[src/rtl/cmd_tracker_pkg.sv]
// Shared types for the command tracker: opcodes, the queued command record
// and the response-slot state encoding.
package cmd_tracker_pkg;

    localparam int ID_SZ = 4;

    typedef enum logic [1:0] {
        INS = 2'd0,
        DEL = 2'd1,
        QRY = 2'd2
    } opcode;

    typedef struct packed {
        opcode             op;
        logic              mo;
        logic [ID_SZ-1:0]  id;
    } cmd_t;

    typedef enum logic {
        SLOT_EMPTY = 1'b0,
        SLOT_FULL  = 1'b1
    } slot_state_t;

endpackage

[src/rtl/cmd_fifo.sv]
// Synchronous FIFO of cmd_t records with registered occupancy flags.
// The head entry is presented combinationally on dout whenever not empty.
module cmd_fifo
    import cmd_tracker_pkg::*;
#(
    parameter int DEPTH = 4
) (
    input  logic clk,
    input  logic rst,
    input  logic push,
    input  cmd_t din,
    input  logic pop,
    output cmd_t dout,
    output logic full,
    output logic empty
);

    localparam int AW = (DEPTH > 1) ? $clog2(DEPTH) : 1;

    cmd_t            mem_r [DEPTH];
    logic [AW-1:0]   wr_ptr_r;
    logic [AW-1:0]   rd_ptr_r;
    logic [AW:0]     count_r;

    assign dout  = mem_r[rd_ptr_r];
    assign full  = (count_r == (AW+1)'(DEPTH));
    assign empty = (count_r == (AW+1)'(0));

    // Storage array: data only, no reset needed since occupancy gates reads.
    always_ff @(posedge clk) begin
        if (push) begin
            mem_r[wr_ptr_r] <= din;
        end
    end

    // Pointers and occupancy, cleared by the synchronous reset.
    always_ff @(posedge clk) begin
        if (rst) begin
            wr_ptr_r <= '0;
            rd_ptr_r <= '0;
            count_r  <= '0;
        end else begin
            if (push) begin
                wr_ptr_r <= (wr_ptr_r == AW'(DEPTH-1)) ? AW'(0) : wr_ptr_r + AW'(1);
            end
            if (pop) begin
                rd_ptr_r <= (rd_ptr_r == AW'(DEPTH-1)) ? AW'(0) : rd_ptr_r + AW'(1);
            end
            case ({push, pop})
                2'b10:   count_r <= count_r + (AW+1)'(1);
                2'b01:   count_r <= count_r - (AW+1)'(1);
                default: count_r <= count_r;
            endcase
        end
    end

endmodule

[src/rtl/cmd_tracker.sv]
// Buffers writer commands, executes them in order against an ID-presence
// table and returns hit/miss responses through a single-entry response slot.
module cmd_tracker
    import cmd_tracker_pkg::*;
#(
    parameter int FIFO_DEPTH = 4,
    parameter int ID_W       = ID_SZ
) (
    input  logic            clk,
    input  logic            rst,
    input  logic            wrm,
    output logic            wrs,
    input  opcode           wop,
    input  logic            wmo,
    input  logic [ID_W-1:0] wid,
    output logic            rvl,
    input  logic            rrd,
    output opcode           rop,
    output logic [ID_W-1:0] rid,
    output logic            rhit,
    output logic [ID_W:0]   cnt,
    output logic            err
);

    localparam int NIDS = 2**ID_W;

    logic               ready_r;
    logic               push_s;
    logic               exec_s;
    logic               load_s;
    logic               full_s;
    logic               empty_s;
    cmd_t               din_s;
    cmd_t               head_s;

    logic [NIDS-1:0]    tbl_r;
    logic [NIDS-1:0]    tbl_next_s;
    logic [ID_W:0]      cnt_r;
    logic [ID_W:0]      cnt_next_s;
    logic               err_r;
    logic               err_next_s;
    logic               hit_s;

    slot_state_t        slot_r;
    slot_state_t        slot_next_s;
    opcode              rop_r;
    logic [ID_W-1:0]    rid_r;
    logic               rhit_r;

    // ready_r keeps the writer stalled for the first cycle out of reset.
    assign wrs    = ready_r && !full_s && !rst;
    assign push_s = wrm && wrs;
    assign din_s  = '{op: wop, mo: wmo, id: wid};

    // A silent head never waits on the response sink.
    assign exec_s = !empty_s && (!head_s.mo || (slot_r == SLOT_EMPTY) || rrd);
    assign load_s = exec_s && head_s.mo;

    cmd_fifo #(
        .DEPTH (FIFO_DEPTH)
    ) u_fifo (
        .clk   (clk),
        .rst   (rst),
        .push  (push_s),
        .din   (din_s),
        .pop   (exec_s),
        .dout  (head_s),
        .full  (full_s),
        .empty (empty_s)
    );

    // Execute the head command against the presence table.
    always_comb begin
        tbl_next_s = tbl_r;
        cnt_next_s = cnt_r;
        err_next_s = err_r;
        hit_s      = 1'b0;
        if (exec_s) begin
            case (head_s.op)
                INS: begin
                    hit_s = tbl_r[head_s.id];
                    tbl_next_s[head_s.id] = 1'b1;
                    if (!hit_s) begin
                        cnt_next_s = cnt_r + (ID_W+1)'(1);
                    end else begin
                        cnt_next_s = cnt_r;
                    end
                end
                DEL: begin
                    hit_s = tbl_r[head_s.id];
                    tbl_next_s[head_s.id] = 1'b0;
                    if (hit_s) begin
                        cnt_next_s = cnt_r - (ID_W+1)'(1);
                    end else begin
                        cnt_next_s = cnt_r;
                    end
                end
                QRY: begin
                    hit_s = tbl_r[head_s.id];
                end
                default: begin
                    hit_s      = 1'b0;
                    err_next_s = 1'b1;
                end
            endcase
        end else begin
            hit_s = 1'b0;
        end
    end

    // Response slot next-state: a new load always wins over a drain.
    always_comb begin
        slot_next_s = slot_r;
        case (slot_r)
            SLOT_EMPTY: begin
                if (load_s) begin
                    slot_next_s = SLOT_FULL;
                end else begin
                    slot_next_s = SLOT_EMPTY;
                end
            end
            SLOT_FULL: begin
                if (load_s) begin
                    slot_next_s = SLOT_FULL;
                end else if (rrd) begin
                    slot_next_s = SLOT_EMPTY;
                end else begin
                    slot_next_s = SLOT_FULL;
                end
            end
            default: slot_next_s = SLOT_EMPTY;
        endcase
    end

    // State registers: table, counters, slot and response payload.
    always_ff @(posedge clk) begin
        if (rst) begin
            ready_r <= 1'b0;
            tbl_r   <= '0;
            cnt_r   <= '0;
            err_r   <= 1'b0;
            slot_r  <= SLOT_EMPTY;
            rop_r   <= DEL;
            rid_r   <= '0;
            rhit_r  <= 1'b0;
        end else begin
            ready_r <= 1'b1;
            tbl_r   <= tbl_next_s;
            cnt_r   <= cnt_next_s;
            err_r   <= err_next_s;
            slot_r  <= slot_next_s;
            if (load_s) begin
                rop_r  <= head_s.op;
                rid_r  <= head_s.id;
                rhit_r <= hit_s;
            end
        end
    end

    assign rvl  = (slot_r == SLOT_FULL);
    assign rop  = rop_r;
    assign rid  = rid_r;
    assign rhit = rhit_r;
    assign cnt  = cnt_r;
    assign err  = err_r;

endmodule

[config.mk]
export PLATFORM = sky130hd
export DESIGN_NAME = cmd_tracker
export DESIGN_NICKNAME = d
export VERILOG_FILES = /design/src/rtl/cmd_tracker_pkg.sv /design/src/rtl/cmd_fifo.sv /design/src/rtl/cmd_tracker.sv
export SDC_FILE = /design/constraint.sdc
export NUM_CORES = 1
export LEC_CHECK = 0
export ABC_AREA = 1
export CORE_ASPECT_RATIO = 1.1
export CORE_UTILIZATION = 59
export CTS_BUF_LIST = sky130_fd_sc_hd__clkbuf_2 sky130_fd_sc_hd__clkbuf_4 sky130_fd_sc_hd__clkbuf_8
export DETAILED_ROUTE_END_ITERATION = 10
export PLACE_DENSITY = 0.78
export SLEW_MARGIN = 25
export SYNTH_ARGS = -nofsm -noshare
export SYNTH_HDL_FRONTEND = slang
export SYNTH_HIERARCHICAL = 1
export SYNTH_SLANG_ARGS = --single-unit
[constraint.sdc]
create_clock -name clk -period 3.5 [get_ports clk]
set_input_delay 0.35 -clock clk [delete_from_list [all_inputs] [get_ports clk]]
set_output_delay 0.35 -clock clk [all_outputs]
set_load 0.01 [all_outputs]
==> results of run 1 <==
## synthesized netlist by cell type (all sizes together) (2+ instances only)
master and instances:
xor2 2, edfxtp 28, buf 6, dfxtp 40, nor3 5, a21oi 28
nand3 10, nor2 47, nand4 3, ha 8, inv 43, o22ai 7
clkbuf 3, o21ai 41, nand2 78
## logic make-up after synthesis
kind of cell | synth area share [%]
adders and majority gates | 3.94
xor gates and xnor gates | 0.863
buffers and inverters | 7.44
AOI/OAI and AO/OA | 13.9
DFF | 53.9
and+or+nand+nor | 19.9
## worst min path at each step
| stage | start | endpoint | slack (ps) | depth (start not counted) |
|---|---|---|---|---|
| floorplan | rst | cnt[4] | 420 | 1 |
| CTS | rid[3] | rid[3] | 480 | 2 |
| detailed placement | err | err | 460 | 1 |
| finish | rid[3] | rid[3] | 470 | 2 |
| global placement | err | err | 450 | 1 |
| global route | rid[3] | rid[3] | 490 | 2 |
## report_power, final
part | total, mW | internal, mW | switching, mW
Combinational | 1.19 | 0.441 | 0.747
Clock | 0.624 | 0.341 | 0.283
Sequential | 1.08 | 0.966 | 0.112
Total | 2.89 | 1.75 | 1.14
## area by class of cell
cell class / instances / area share, %
flip-flops and latches: 68 / 46.7
multi-input cells: 238 / 33.5
repair buffers: 27 / 7.55
inverters: 44 / 4.70
clock buffers: 11 / 3.95
well taps: 58 / 2.07
clock inverters: 5 / 1.50
## worst reg2reg max path, cell delays in order (launching register included)
cell      delay (ps)
dfxtp_1          630
o21ai_0          180
o22ai_1          320
inv_1            170
nand2_1          170
clkinv_1         100
buf_4            200
ha_1             340
inv_1             50
o21bai_1         130
inv_1             70
nand2_1           70
nand2_1           50
nand2_1           50
nand4_1           90
a21oi_1          150
## per-layer routing
layer / track usage [%] / routed length (um) / up-vias
li1: - / - / 1236
met1: 29.4 / 2640 / 1088
met2: 37.7 / 2820 / 65
met3: 6.36 / 282 / 8
met4: 10.2 / 65 / 0
met5: 0 / 0 / -
## metrics by stage
stage               utilization, %  instances  hold slack (ps)
finish                        70.3        451              471
global route                  70.3        451              488
CTS                           70.3        451              476
detailed placement            66.4        435              463
global placement              66.4        435              452
floorplan                        -        359              419
## cells in the final DEF, fill, tap and decap left out, drive strengths merged, types with 2 or more instances in the layout
master          n
nand2          78
nor2           47
inv            43
o21ai          41
dfxtp          40
a21oi          28
edfxtp         28
clkdlybuf4s50  25
clkbuf         11
nand3          10
ha              8
o22ai           7
nor3            5
clkinv          5
nand4           3
xor2            2
buf             2
==> impl_metrics.json, run 1 <==
{
  "status": "finished, violations left",
  "violations": "DRC",
  "synth_edf_count": 28,
  "cts-htree-levels": 3,
  "port_buffers": 25,
  "ys_seq_area_share_pct": 53.9,
  "hold_path_class": "reg -> reg",
  "slowest_delay_ps": 630,
  "grt_max_degree": 30,
  "placed_area_um2": 3320,
  "ff2ff_path_depth": 15,
  "p_total_mw": 2.89,
  "ant_nets": 0,
  "numClockSinks": 68,
  "cp_cell_sequence": "o21ai_0, o22ai_1, inv_1, nand2_1, clkinv_1, buf_4, ha_1, inv_1, o21bai_1, inv_1, nand2_1, nand2_1, nand2_1, nand4_1, a21oi_1",
  "root_buffer": "clkbuf_8",
  "dieArea_um2": 5450,
  "critical_path_depth": 15,
  "routed_wl_um": 5810,
  "cp_max_fo": 17,
  "synth_area_um2": 3050,
  "yosysWarnings": 6,
  "cp-end-kind": "flop",
  "crit_type": "reg -> reg",
  "reg2reg_slack_ps": 640,
  "post_cts_buffers": 0,
  "grt_overflow": 0,
  "grt_pass1_vias": 2245,
  "crit_path_frequent_cell": "nand2_1",
  "multiInputGateArea_um2": 1180,
  "skew_ps": 7.14,
  "crit_buf_inv": 5,
  "drt_iter0_drc": 227,
  "ys_top_cells_by_area": "edfxtp_1 28%, dfxtp_1 26%, nand2_1 9.5%",
  "clkTransAtPathRegs_ps": 70,
  "drv_cap": 0,
  "period_share_pct": 81.8,
  "regArea_um2": 1640,
  "num_io_pins": 26,
  "grt.total_usage_pct": 23.3,
  "wire_per_inst_um": 12.9,
  "p_leak_nw": 1.53,
  "via_count": 2397,
  "fin_tns_setup_ps": 0,
  "critPathLaunchType": "flop",
  "cts_tree": "done",
  "syn2layout_area_growth_pct": 15.4,
  "via_per_inst": 5.31,
  "antenna_found_initial": 0,
  "routabilityCongestion": 0.876,
  "slowest_stage": "dfxtp_1",
  "syn-num-nets": 379,
  "tightestPinTransition_ps": 748,
  "die_w_um": 70.5,
  "timing.slew.headroom_pct": 50.1,
  "ys_ff_latch": 68,
  "synth_area_per_cell_um2": 8.48,
  "final_area_um2": 3510,
  "grt_setup_unrepaired": "no",
  "cts_buffers": 9,
  "core-area_um2": 5000,
  "period_needed_ps": 2860,
  "peakVddDrop_v": 0.000390,
  "grt_pass1_wl_um": 9780,
  "yosysTopAreaCell": "edfxtp_1",
  "holdBufCountCts": 0,
  "drt_pass1_iterations": 9,
  "synth_cell_type_count": 34,
  "hold_viol_final": 0,
  "critPathCapture": "cnt[4]",
  "fmax_ghz": 0.349,
  "row_count": 27,
  "pre_cts_ws_ps": 678,
  "fin_nets": 408,
  "synth_ff_type": "dfxtp_1",
  "fp.dieH_um": 77.4,
  "clockBufferDepth": 2,
  "start_util_pct": 60.9,
  "synth_top_area_share_pct": 27.6,
  "synth-async-reset-ratio_pct": 0,
  "worstPathRequired_ps": 3770,
  "drc": 6,
  "crit_family": "compound AO/OA/AOI/OAI gates",
  "insertion_delay_ps": 340,
  "pwr_density_cell_nw_per_um2": 823,
  "drive_above_1_share_pct": 6.36,
  "timing.rr.end": "cnt[4]",
  "fill_cells": 397,
  "setup_viol": 0,
  "postLayoutSetupSlackWorst_ps": 636,
  "finalMaxSlewViolations": 0,
  "antenna_cells": 0,
  "cts_resized": 0,
  "netlist_instances": 359,
  "post-dp-hpwl_um": 3990,
  "cp.arrival_ps": 3130
}
Power figures use the tool's default switching activity.
==> inputs of run 2 (changes only) <==
--- a/config.mk
+++ b/config.mk
@@ -7,10 +7,10 @@
 export LEC_CHECK = 0
 export ABC_AREA = 1
 export CORE_ASPECT_RATIO = 1.1
-export CORE_UTILIZATION = 59
+export CORE_UTILIZATION = 54
 export CTS_BUF_LIST = sky130_fd_sc_hd__clkbuf_2 sky130_fd_sc_hd__clkbuf_4 sky130_fd_sc_hd__clkbuf_8
 export DETAILED_ROUTE_END_ITERATION = 10
-export PLACE_DENSITY = 0.78
+export PLACE_DENSITY = 0.75
 export SLEW_MARGIN = 25
 export SYNTH_ARGS = -nofsm -noshare
 export SYNTH_HDL_FRONTEND = slang
==> constraint.sdc (replaced) <==
create_clock -name clk -period 2.6 [get_ports clk]
set_input_delay 0.26 -clock clk [delete_from_list [all_inputs] [get_ports clk]]
set_output_delay 0.26 -clock clk [all_outputs]
set_load 0.01 [all_outputs]
==> run 2 against run 1 <==
Hold slack improved by 14 ps. Register-to-register slack got worse by 350 ps. Clock power rose by 67%. Critical path type unchanged. The run now ends clean. Highest routed layer unchanged.
==> impl_metrics.json, run 2 (synthesized netlist as in run 1, its figures left out) <==
{
  "status": "finished clean",
  "routed_wl_um": 6000,
  "cp-end-kind": "flop",
  "num_io_pins": 26,
  "insertion_delay_ps": 340,
  "die_w_um": 73.6,
  "numClockSinks": 68,
  "p_leak_nw": 1.58,
  "fin_tns_setup_ps": 0,
  "clkTransAtPathRegs_ps": 70,
  "worstPathRequired_ps": 2880,
  "via_count": 2447,
  "period_needed_ps": 2320,
  "pre_cts_ws_ps": 200,
  "drt_pass1_iterations": 4,
  "grt_max_degree": 28,
  "period_share_pct": 89.1,
  "holdBufCountCts": 0,
  "ff2ff_path_depth": 13,
  "hp-start": "err",
  "finalMaxSlewViolations": 0,
  "timing.slew.headroom_pct": 54.1,
  "syn2layout_area_growth_pct": 19.4,
  "hold_path_class": "reg -> reg",
  "cp.arrival_ps": 2600,
  "port_buffers": 25,
  "final_common_cell": "nand2_1",
  "clockBufferDepth": 2,
  "crit_type": "reg -> reg",
  "skew_ps": 5.91,
  "hold_viol_final": 0,
  "slowest_stage": "dfxtp_1",
  "grt_overflow": 0,
  "cts_buffers": 9,
  "drt_iter0_drc": 163,
  "post-dp-hpwl_um": 4120,
  "cp_max_fo": 8,
  "core-area_um2": 5400,
  "tightestPinTransition_ps": 688,
  "peakVddDrop_v": 0.000691,
  "antenna_found_initial": 0,
  "cts_tree": "done",
  "setup_viol": 0,
  "wire_per_inst_um": 12.7,
  "timing.rr.end": "u_fifo/count_r[2]",
  "holdPathEnd": "err",
  "drv_cap": 0,
  "cp_cell_sequence": "inv_1, o21ai_1, o22ai_1, a31o_2, inv_1, ha_1, inv_1, fa_1, nand2_1, nand3_1, nand2_1, inv_1, nor2_1",
  "cts-htree-levels": 3,
  "grt_pass1_wl_um": 10100,
  "p_total_mw": 4.15,
  "fmax_ghz": 0.431,
  "postLayoutSetupSlackWorst_ps": 282,
  "row_count": 28,
  "crit_path_frequent_cell": "inv_1",
  "start_util_pct": 56.4,
  "fp.dieH_um": 80.8,
  "layout_common_cells": "77 x nand2_1, 46 x nor2_1, 40 x inv_1",
  "routabilityCongestion": 0.773,
  "critPathLaunchType": "flop",
  "reg2reg_slack_ps": 280,
  "dieArea_um2": 5940,
  "grt.total_usage_pct": 22.8,
  "root_buffer": "clkbuf_8",
  "drive_above_1_share_pct": 8.27,
  "pwr_density_cell_nw_per_um2": 1140,
  "slowest_delay_ps": 440,
  "grt_pass1_vias": 2287,
  "antenna_cells": 0,
  "ant_nets": 0,
  "via_per_inst": 5.16,
  "fin_nets": 414,
  "hold_depth": 1,
  "grt_setup_unrepaired": "no",
  "drc": 0
}
==> run 2: where the power goes <==
group / internal [mW] / switching (mW) / total (mW)
Clock: 0.633 / 0.403 / 1.04
Sequential: 1.30 / 0.140 / 1.44
Combinational: 0.641 / 1.03 / 1.67
==> run 2: area by class of cell <==
cell class	instances	area, um^2
clock buffers	9	124
clock inverters	7	115
fillers	458	1760
inverters	44	165
multi-input cells	238	1180
flip-flops and latches	68	1640
well taps	75	93.8
repair buffers	33	310
==> run 2: stage by stage <==
step	cells	util [%]	hold slack, ps	instance area [um^2]
finish	474	67.4	485	3630
global route	474	67.4	504	3630
CTS	474	67.2	482	3630
detailed placement	458	62.8	464	3390
global placement	458	62.8	460	3390
floorplan	359	-	329	3050
==> run 2: worst max path at each step <==
stage / startpoint / to / cells after the start
after global routing: flop / u_fifo/count_r[2] / 13
after floorplan: flop / cnt[4] / 17
final: flop / u_fifo/count_r[2] / 13
after detailed placement: flop / u_fifo/count_r[2] / 13
after CTS: flop / u_fifo/count_r[2] / 13
after global placement: flop / u_fifo/count_r[2] / 14
==> run 2: timing repair <==
action | 4_1_cts | 5_1_grt
setup endpoints to repair | 0 | 2
gates resized for setup | 0 | 3
buffers inserted | 0 | 0
==> run 2: worst max-delay path, delay by kind of cell, from the launching register on <==
family / cells / cell delay, ps
and+or+nand+nor: 4 / 340
DFF: 1 / 440
buffers and inverters: 4 / 370
adders and majority gates: 2 / 560
AOI/OAI and AO/OA: 3 / 540
==> run 2: per-layer routing <==
layer	global-route usage, %	wire, um
met5	0	0
met3	4.59	186
met4	11.3	153
met1	27.5	2740
met2	38.5	2930
